**src/rtl/channel_sample_pkg.sv**
```systemverilog
// Shared types and sizing helpers for the multi-channel comparator sampler.
package channel_sample_pkg;

    localparam int MAX_CH  = 16;
    localparam int MAX_SPW = 8;

    // One comparator pair as seen after synchronisation.
    typedef struct packed {
        logic h;
        logic l;
    } pair_t;

    function automatic int field_w(input int spw);
        return 32'sd2 * spw;
    endfunction

endpackage

```
**src/rtl/ch_sync.sv**
```systemverilog
// Multi-stage synchroniser for one H/L comparator pair into the clk domain.
module ch_sync
    import channel_sample_pkg::*;
#(
    parameter int SYNC_STAGES = 2
) (
    input  logic  clk,
    input  logic  rst,
    input  pair_t d,
    output pair_t q
);

    pair_t [SYNC_STAGES-1:0] stage_r;

    // Shift the asynchronous pair through the synchroniser chain every clk.
    always_ff @(posedge clk) begin
        if (rst) begin
            stage_r <= '0;
        end else begin
            stage_r <= {stage_r[SYNC_STAGES-2:0], d};
        end
    end

    assign q = stage_r[SYNC_STAGES-1];

endmodule

```
**src/rtl/channel_sample_n.sv**
```systemverilog
// Multi-channel comparator sampler: synchronise, decimate, pack pairs into
// words and hand them off over a valid/ready handshake with overrun flag.
module channel_sample_n
    import channel_sample_pkg::*;
#(
    parameter int NUM_CH        = 5,
    parameter int SMPL_PER_WORD = 4,
    parameter int SYNC_STAGES   = 2,
    parameter int DEC_W         = 4
) (
    input  logic                                     clk,
    input  logic                                     rst,
    input  logic [NUM_CH-1:0]                        CH_H,
    input  logic [NUM_CH-1:0]                        CH_L,
    input  logic                                     run,
    input  logic                                     smpl_en,
    input  logic [DEC_W-1:0]                         decimator,
    output logic [NUM_CH*field_w(SMPL_PER_WORD)-1:0] smpl,
    output logic                                     smpl_vld,
    input  logic                                     smpl_rdy,
    output logic                                     ovr,
    input  logic                                     clr_ovr
);

    localparam int W      = field_w(SMPL_PER_WORD);
    localparam int WORD_W = NUM_CH * W;
    localparam int PCNT_W = $clog2(MAX_SPW) + 1;
    localparam logic [PCNT_W-1:0] LAST_PAIR = PCNT_W'(SMPL_PER_WORD - 1);

    pair_t [NUM_CH-1:0] raw_s;
    pair_t [NUM_CH-1:0] pair_s;

    logic [DEC_W-1:0]  dec_cnt_r;
    logic [PCNT_W-1:0] pack_cnt_r;
    logic [WORD_W-1:0] pack_r;
    logic [WORD_W-1:0] pack_next_s;
    logic [WORD_W-1:0] smpl_r;
    logic              smpl_vld_r;
    logic              ovr_r;

    logic capture_s;
    logic word_done_s;
    logic load_s;
    logic drop_s;

    for (genvar c = 0; c < NUM_CH; c++) begin : g_sync
        assign raw_s[c] = '{h: CH_H[c], l: CH_L[c]};

        ch_sync #(
            .SYNC_STAGES(SYNC_STAGES)
        ) u_ch_sync (
            .clk (clk),
            .rst (rst),
            .d   (raw_s[c]),
            .q   (pair_s[c])
        );
    end

    // Decide whether this strobe captures and whether it closes a word.
    always_comb begin
        capture_s   = 1'b0;
        word_done_s = 1'b0;
        load_s      = 1'b0;
        drop_s      = 1'b0;
        if (run && smpl_en && (dec_cnt_r >= decimator)) begin
            capture_s = 1'b1;
        end else begin
            capture_s = 1'b0;
        end
        word_done_s = capture_s && (pack_cnt_r == LAST_PAIR);
        // A word in flight frees its slot in the same clk it is taken.
        if (word_done_s && (!smpl_vld_r || smpl_rdy)) begin
            load_s = 1'b1;
        end else if (word_done_s) begin
            drop_s = 1'b1;
        end else begin
            load_s = 1'b0;
            drop_s = 1'b0;
        end
    end

    // Per-channel shift: older pairs move up, newest pair lands at the LSBs.
    always_comb begin
        pack_next_s = '0;
        for (int c = 0; c < NUM_CH; c++) begin
            pack_next_s[c*W +: W] = (pack_r[c*W +: W] << 2'd2) | W'(pair_s[c]);
        end
    end

    // Decimation counter, pair counter and pack register.
    always_ff @(posedge clk) begin
        if (rst) begin
            dec_cnt_r  <= '0;
            pack_cnt_r <= '0;
            pack_r     <= '0;
        end else if (!run) begin
            dec_cnt_r  <= '0;
            pack_cnt_r <= '0;
            pack_r     <= '0;
        end else if (smpl_en) begin
            if (dec_cnt_r >= decimator) begin
                dec_cnt_r <= '0;
                pack_r    <= pack_next_s;
                if (pack_cnt_r == LAST_PAIR) begin
                    pack_cnt_r <= '0;
                end else begin
                    pack_cnt_r <= pack_cnt_r + PCNT_W'(1);
                end
            end else begin
                dec_cnt_r <= dec_cnt_r + DEC_W'(1);
            end
        end else begin
            dec_cnt_r  <= dec_cnt_r;
            pack_cnt_r <= pack_cnt_r;
            pack_r     <= pack_r;
        end
    end

    // Holding register and valid flag for the consumer handshake.
    always_ff @(posedge clk) begin
        if (rst) begin
            smpl_r     <= '0;
            smpl_vld_r <= 1'b0;
        end else if (load_s) begin
            smpl_r     <= pack_next_s;
            smpl_vld_r <= 1'b1;
        end else if (smpl_vld_r && smpl_rdy) begin
            smpl_r     <= smpl_r;
            smpl_vld_r <= 1'b0;
        end else begin
            smpl_r     <= smpl_r;
            smpl_vld_r <= smpl_vld_r;
        end
    end

    // Sticky overrun; a new drop outranks a simultaneous clear.
    always_ff @(posedge clk) begin
        if (rst) begin
            ovr_r <= 1'b0;
        end else if (drop_s) begin
            ovr_r <= 1'b1;
        end else if (clr_ovr) begin
            ovr_r <= 1'b0;
        end else begin
            ovr_r <= ovr_r;
        end
    end

    assign smpl     = smpl_r;
    assign smpl_vld = smpl_vld_r;
    assign ovr      = ovr_r;

endmodule
```
**config.mk**
```make
export PLATFORM = sky130hd
export DESIGN_NAME = channel_sample_n
export DESIGN_NICKNAME = d
export VERILOG_FILES = /design/src/rtl/channel_sample_pkg.sv /design/src/rtl/ch_sync.sv /design/src/rtl/channel_sample_n.sv
export SDC_FILE = /design/constraint.sdc
export NUM_CORES = 1
export LEC_CHECK = 0
export CELL_PAD_IN_SITES_DETAIL_PLACEMENT = 0
export CELL_PAD_IN_SITES_GLOBAL_PLACEMENT = 1
export CORE_MARGIN = 1.5
export CORE_UTILIZATION = 43
export DETAILED_ROUTE_END_ITERATION = 16
export DONT_BUFFER_PORTS = 1
export GPL_TIMING_DRIVEN = 0
export PLACE_DENSITY_LB_ADDON = 0.1
export SYNTH_ARGS = -nofsm -noshare
export SYNTH_HDL_FRONTEND = slang
export SYNTH_SLANG_ARGS = --single-unit
export TNS_END_PERCENT = 30
```
**constraint.sdc**
```tcl
create_clock -name clk -period 2.1 [get_ports clk]
set_clock_uncertainty 0.1 [all_clocks]
set_input_delay 0.105 -clock clk [delete_from_list [all_inputs] [get_ports clk]]
set_output_delay 0.105 -clock clk [all_outputs]
set_load 0.02 [all_outputs]
```
Word-level counts from Yosys, hierarchy flattened
Cells that the tools add are included.

word-level totals
  bits in registers = 108
  input bits = 20
  output and inout bits = 42
  logic and storage cells = 57

operators by class
  add/sub/neg operators = 2
  $lt $le $gt $ge = 1
  equality and inequality tests = 1
  mux-type cells = 10
  bitwise operators = 6
  reduce and logical (&&, ||, !) cells = 11

operators by type and width
  operator                                              number
  bitwise OR 8 x 2 -> 8 bit                             5
  adder 4 x 1 -> 4 bit (second input constant)          2
  two-way mux 1 bit                                     8
  two-way mux 4 bit                                     2
  logical AND 1 bit                                     5
  equality test 4 x 2 -> 1 bit (second input constant)  1
  greater-or-equal comparator 4 bit                     1
  nonzero test 2 bit                                    2
  AND reduction 2 bit                                   1
  OR reduction 2 bit                                    1
  logical NOT 1 bit                                     1
  logical OR 1 bit                                      1
  NOT 1 bit                                             1

Logic depth before layout (Yosys ltp)
Gate-level depths: netlist of the first run.

  depth after elaboration = 7
  gate-level depth with buffers = 9
  depth with buffers taken out = 7

Modules after synthesis
A second synthesis of the first run with hierarchy kept.

second synthesis, totals
  cells, all modules = 421
  area total of the unflattened synthesis = 3996.3 µm²

by module, submodules not included
  module            times used  cells an instance  area an instance (µm²)  sequential area each (µm²)
  channel_sample_n  1           371                3395.8                  1601.5
  ch_sync           5           10                 120.1                   80.1

Worst setup path before layout of the first run
Ideal clock, no wire load.

  path kind = register to register
  start point = reg dec_cnt_r[0]
  end point = reg pack_r[1]
  setup time = 0.137 ns
  arrival = 1.812 ns
  data required time = 1.863 ns
  setup slack = 0.052 ns
  cell stages (with the launch flop) = 10
  buffers on the path = 2
  clock period less this slack = 2.048 ns
  path through = dfxtp_1 > inv_1 > ha_1 > nand2b_1 > a2111o_1 > and3_1 > buf_6 > buf_2 > nand2_1 > a21oi_1

between the ends
  word-level cells in the longest chain between the ends = 2

ends and longest elaborated chain
  what                                  RTL line                 text
  start: declaration                    channel_sample_n.sv:33   logic [DEC_W-1:0] dec_cnt_r;
  start signal: assignment              channel_sample_n.sv:110  dec_cnt_r <= dec_cnt_r + DEC_W'(1);
  start signal: assignment              channel_sample_n.sv:113  dec_cnt_r <= dec_cnt_r;
  greater-or-equal comparator 4 bit     channel_sample_n.sv:101  if (dec_cnt_r >= decimator) begin
  AND reduction 2 bit (no source line)  -
  end signal: assignment                channel_sample_n.sv:103  pack_r <= pack_next_s;
  end signal: assignment                channel_sample_n.sv:115  pack_r <= pack_r;
  end: declaration                      channel_sample_n.sv:35   logic [WORD_W-1:0] pack_r;

Every way passes these cells.
A chain may end at the register's enable or synchronous reset.

Worst setup path after layout of the first run
  start point = reg dec_cnt_r[0]
  end point = reg pack_r[33]

The elaborated chain is that of the path after synthesis.

==> results of run 1 <==
kinds of logic after synthesis:
logic type | share of synthesized area
multiplexers | 0.104
AO/OA/AOI/OAI | 0.0565
XOR/XNOR | 0.00222
flip-flops | 0.508
AND/OR/NAND/NOR | 0.265
buffers and inverters | 0.0448
adder cells (fa/ha/maj) | 0.0191
final timing paths:
path,slack [ns],cells after the start,to,from
worst min register to register,0.34,1,g_sync[3].u_ch_sync.q[0],g_sync[3].u_ch_sync.stage_r[0]
worst max register to register,0.06,9,pack_r[33],dec_cnt_r[0]
worst max-delay path,0.06,9,pack_r[33],dec_cnt_r[0]
worst min-delay path,0.07,3,dec_cnt_r[1],smpl_en
cell usage in the layout (no fill, tap or decap), types with 2 or more instances in the layout:
| cell type | synthesis | final |
|---|---|---|
| a21oi_1 | 35 | 34 |
| a31oi_1 | 2 | 2 |
| buf_4 | 0 | 6 |
| buf_6 | 6 | 3 |
| buf_8 | 0 | 5 |
| clkbuf_1 | 16 | 17 |
| clkbuf_16 | 0 | 4 |
| clkbuf_8 | 0 | 10 |
| clkinvlp_4 | 0 | 2 |
| dfxtp_1 | 100 | 98 |
| dfxtp_2 | 0 | 2 |
| dlygate4sd3_1 | 0 | 14 |
| ha_1 | 6 | 5 |
| inv_1 | 5 | 4 |
| mux2i_1 | 41 | 41 |
| nand2_1 | 69 | 68 |
| nand2b_1 | 83 | 82 |
| nand3_1 | 3 | 3 |
| nand4b_1 | 2 | 2 |
| nor2_1 | 4 | 4 |
| nor2b_1 | 22 | 22 |
| nor3_4 | 1 | 2 |
| o21ai_0 | 3 | 3 |
| or3_1 | 2 | 2 |
report_power, final:
group | total, mW | internal [mW] | switching (mW)
Clock | 1.21 | 0.576 | 0.633
Combinational | 0.178 | 0.0926 | 0.0856
Sequential | 1.92 | 1.91 | 0.00743
Total | 3.31 | 2.58 | 0.726
metrics by stage:
stage                     TNS [ns]  hold WS (ns)  setup WS [ns]  utilization
after global routing        -0.431        0.0737        -0.0463        0.526
after floorplan                  0         0.133         0.0515            -
final                            0        0.0731         0.0559        0.526
after global placement       -4.69         0.136         -0.131        0.463
after CTS                        0        0.0231        0.00655        0.502
after detailed placement     -6.44         0.139         -0.147        0.463
state kept, by name, summed over array words and instances (netlist names):
signal / cells
g_sync.u_ch_sync.q: 10
smpl_vld: 1
dec_cnt_r: 4
g_sync.u_ch_sync.stage_r: 10
pack_r: 30
ovr: 1
pack_cnt_r: 4
smpl: 40
critical path, cell delays in order, from the launching register on:
cell and delay, ns:
dfxtp_2 0.34, inv_2 0.04, ha_4 0.20, nand2b_4 0.13, a2111o_1 0.49, nand3_4 0.18
buf_12 0.16, clkbuf_16 0.14, nand2_1 0.05, a21oi_1 0.14
area by class of cell:
cell class / count / area (sq um)
fillers: 828 / 4180
flip-flops and latches: 100 / 2000
multi-input cells: 282 / 1810
repair buffers: 22 / 274
plain buffers: 27 / 200
clock buffers: 11 / 141
well taps: 108 / 135
clock inverters: 4 / 50.0
inverters: 5 / 18.8
per-layer routing:
layer	track usage	up-vias	wire, um
li1	-	1403	-
met1	0.223	1281	3870
met2	0.272	50	3660
met3	0.0362	6	322
met4	0.0593	0	83
met5	0	-	0
repair_timing:
action	in CTS	in global routing
hold buffers	14	0
resized for setup	3	28
pin swaps	1	14
setup buffers	1	3
endpoints found under the hold margin	13	0
setup endpoints to repair	74	72
gates cloned	0	4
==> metrics, run 1 <==
port bufs 0; Crit path required time 2.28 ns; dpl cells 523; largest net degree at the start of global routing 16; area leader, netlist dfxtp_1; antenna-violating nets left 0; placed inst area 4080 sq um; WL/cell 14.2 um; TritonCTS clock tree yes; drt total wl 7.93 mm; Setup crit end kind flop; failing checks DRC; unrepaired setup endpoints after global routing yes; Hold Vio Cnt, Final 0; Die W 98.7 um; Synth top area share 0.508; Die Ht 98.7 um; grt total ovfl 0; number of global-route vias before repair 2633; max-slew violations 0; pwr/cell area 715 nW/um^2; clock slew at reported path FFs 0.09 ns; status finished, violations left; Final Non-Filler Cells 559; initial antenna violation count 0; ys async rst share 0; register area share after synthesis 0.508; Fmax 489 MHz; clock latency on the worst-skew pair 0.35 ns; list of most frequent post-synthesis cells dfxtp_1 (100), nand2b_1 (83), nand2_1 (69); vias per inst 4.90; HP Class in2reg; Tmin final 2.04 ns; syn_area_per_cell 9.49 sq um; layout cells sized above 1 0.102; period utilization 0.973; Initial Util 0.447; synthesized area 3940 sq um; first-pass GRT wire length 13.0 mm; Worst setup SP type flop; 1st-iter DRT viols 101; max cap viols 0; clk sinks 100; CTS root buffer clkbuf_8; EDFF count, synth 0; leakage 1.53 nW; cells after synthesis 415; gp weighted congestion 0.764; Synth area leaders dfxtp_1 (51%), nand2b_1 (13%), mux2i_1 (10%); Main synth FF type dfxtp_1; total track usage 0.168; core area 8810 sq um; CP arrival 2.22 ns; most frequent cell after synthesis dfxtp_1; Vias 2740; syn nets 441; overall power 3.31 mW; setup violators final 0; CTS Buf Count 9; FP Rows 34; Slew headroom 0.576; crit path kind reg2reg; Layout area overhead 17.5%; DP Wirelength 5.31 mm; htree depth 3; post-synthesis cell type count 27; DR pass1 iterations 12; die area 9750 sq um; IO Count 62; Worst Path Max Fanout 7; post-synthesis register bit count 100; maximum VDD drop 0.338 mV; Least-Margin Pin Slew 0.636 ns; nets@finish 473; Clock Tree Buf Depth 2; DRC viols 5; diode count 0; fin area 4630 sq um; number of synthesis warnings 0
(Power assumes the default switching activity.)
==> inputs of run 2 (changes only) <==
--- a/config.mk
+++ b/config.mk
@@ -5,13 +5,13 @@
 export SDC_FILE = /design/constraint.sdc
 export NUM_CORES = 1
 export LEC_CHECK = 0
+export CAP_MARGIN = 0
 export CELL_PAD_IN_SITES_DETAIL_PLACEMENT = 0
 export CELL_PAD_IN_SITES_GLOBAL_PLACEMENT = 1
-export CORE_MARGIN = 1.5
+export CORE_MARGIN = 4
 export CORE_UTILIZATION = 43
 export DETAILED_ROUTE_END_ITERATION = 16
 export DONT_BUFFER_PORTS = 1
-export GPL_TIMING_DRIVEN = 0
 export PLACE_DENSITY_LB_ADDON = 0.1
 export SYNTH_ARGS = -nofsm -noshare
 export SYNTH_HDL_FRONTEND = slang
==> run 2 against run 1 <==
The run now ends clean. Global-route usage is 2.9 points lower. Cell count is 2.7% lower. Fmax is 0.55% higher. Hold slack worse by 0.068 ns. Worst setup slack better by 0.011 ns. Critical path type unchanged. Largest power group unchanged.
==> metrics, run 2 (same netlist as run 1, synthesis figures left out) <==
fin area 4570 sq um; Initial Util 0.447; Worst Path Max Fanout 6; commonest non-fill, non-tap cells in the layout dfxtp_1 (99), nand2b_1 (81), nand2_1 (69), mux2i_1 (41), a21oi_1 (35); final core utilization 0.519; gp weighted congestion 0.711; Slew headroom 0.454; commonest non-fill, non-tap cell in the layout dfxtp_1; Crit path required time 2.29 ns; DR pass1 iterations 7; crit path kind reg2reg; Cell Chain, Critical Path inv_2 -> ha_4 -> nand2b_4 -> a2111o_1 -> nand3_4 -> nor3_4 -> buf_4 -> clkbuf_16 -> mux2i_1; Least-Margin Pin Slew 0.819 ns; Worst setup SP type flop; setup violators final 0; FP Rows 34; reg2reg end smpl[35]; slowest CP cell dfxtp_2; 1st-iter DRT viols 98; max cap viols 0; Crit path largest cell delay 0.34 ns; fillers 834; Layout area overhead 16.1%; Die W 104 um; port bufs 0; largest net degree at the start of global routing 104; status completed; TritonCTS clock tree yes; Setup crit end kind flop; Tmin final 2.03 ns; DRC viols 0; overall power 3.43 mW; Register-to-Register Path Depth 9; WL/cell 13.9 um; WHS Path Cells 2; clk sinks 100; core area 8810 sq um; grt total ovfl 0; FF-to-FF setup slack 0.07 ns; max FFs per register 40; Hold Vio Cnt, Final 0; diode count 0; clock slew at reported path FFs 0.10 ns; hold_sp rst; Vias 2672; die area 10800 sq um; Clock Tree Buf Depth 2; maximum VDD drop 0.393 mV; pre-CTS WS 0.0168 ns; clock latency on the worst-skew pair 0.37 ns; CP arrival 2.23 ns; pwr/cell area 750 nW/um^2; vias per inst 4.91; total track usage 0.139; DP Wirelength 4.46 mm; antenna-violating nets left 0; reg2reg start dec_cnt_r[0]; Crit path max-delay family simple AND/OR/NAND/NOR gates; worst path bufs/invs 3; placed inst area 4050 sq um; max-slew violations 0; CTS Buf Count 9; htree depth 3; layout cells sized above 1 0.101; Die Ht 104 um; setup total negative slack 0 ns; initial antenna violation count 0; nets@finish 457; min setup slack post-route 0.0670 ns; number of global-route vias before repair 2436; drt total wl 7.56 mm; HP Class in2reg; period utilization 0.968; unrepaired setup endpoints after global routing yes; Fmax 492 MHz; Hold Path Sink g_sync[1].u_ch_sync.q[0]; first-pass GRT wire length 12.2 mm; CTS root buffer clkbuf_8; IO Count 62; leakage 1.51 nW
==> run 2: what timing repair did <==
action / CTS / global route
endpoints found under the setup margin: 0 / 75
hold endpoints to repair: 67 / 0
setup buffers: 0 / 2
gates resized for setup: 0 / 9
hold buffers: 17 / 0
==> run 2: worst max-delay path by stage <==
stage | from | to | slack (ns) | depth (start not counted)
3_3_place_gp | dec_cnt_r[0] | pack_r[13] | 0.04 | 8
2_1_floorplan | dec_cnt_r[0] | pack_r[1] | 0.05 | 9
6_report | dec_cnt_r[0] | smpl[35] | 0.07 | 9
4_1_cts | dec_cnt_r[0] | pack_r[3] | 0.002 | 8
5_1_grt | dec_cnt_r[0] | smpl[26] | -0.08 | 9
3_5_place_dp | dec_cnt_r[0] | pack_r[24] | 0.02 | 8
==> run 2: cell type report <==
type / count / area, sq um / area share
Clock buffer: 9 / 124 / 0.0271
Sequential cell: 100 / 2000 / 0.438
Tap cell: 108 / 135 / 0.0295
Clock inverter: 7 / 97.6 / 0.0213
Timing Repair Buffer: 33 / 392 / 0.0856
Inverter: 5 / 18.8 / 0.00410
Multi-Input combinational cell: 282 / 1800 / 0.394
==> run 2: power breakdown <==
group          total, mW  switching [mW]  internal (mW)
sequential          1.92         0.00755           1.91
clock               1.36           0.679          0.677
combinational      0.150          0.0714         0.0789
==> run 2: metrics by stage <==
stage                     hold slack, ns  std cells
after floorplan                    0.133        415
after global placement            0.0849        506
after detailed placement          0.0837        506
after CTS                        0.00956        539
after global routing              0.0129        544
final                            0.00535        544
==> run 2: per-layer routing <==
metal	up-vias	track usage	wire length [um]
li1	1384	-	-
met1	1220	0.181	3540
met2	58	0.212	3510
met3	10	0.0442	375
met4	0	0.0598	131
met5	-	0	0
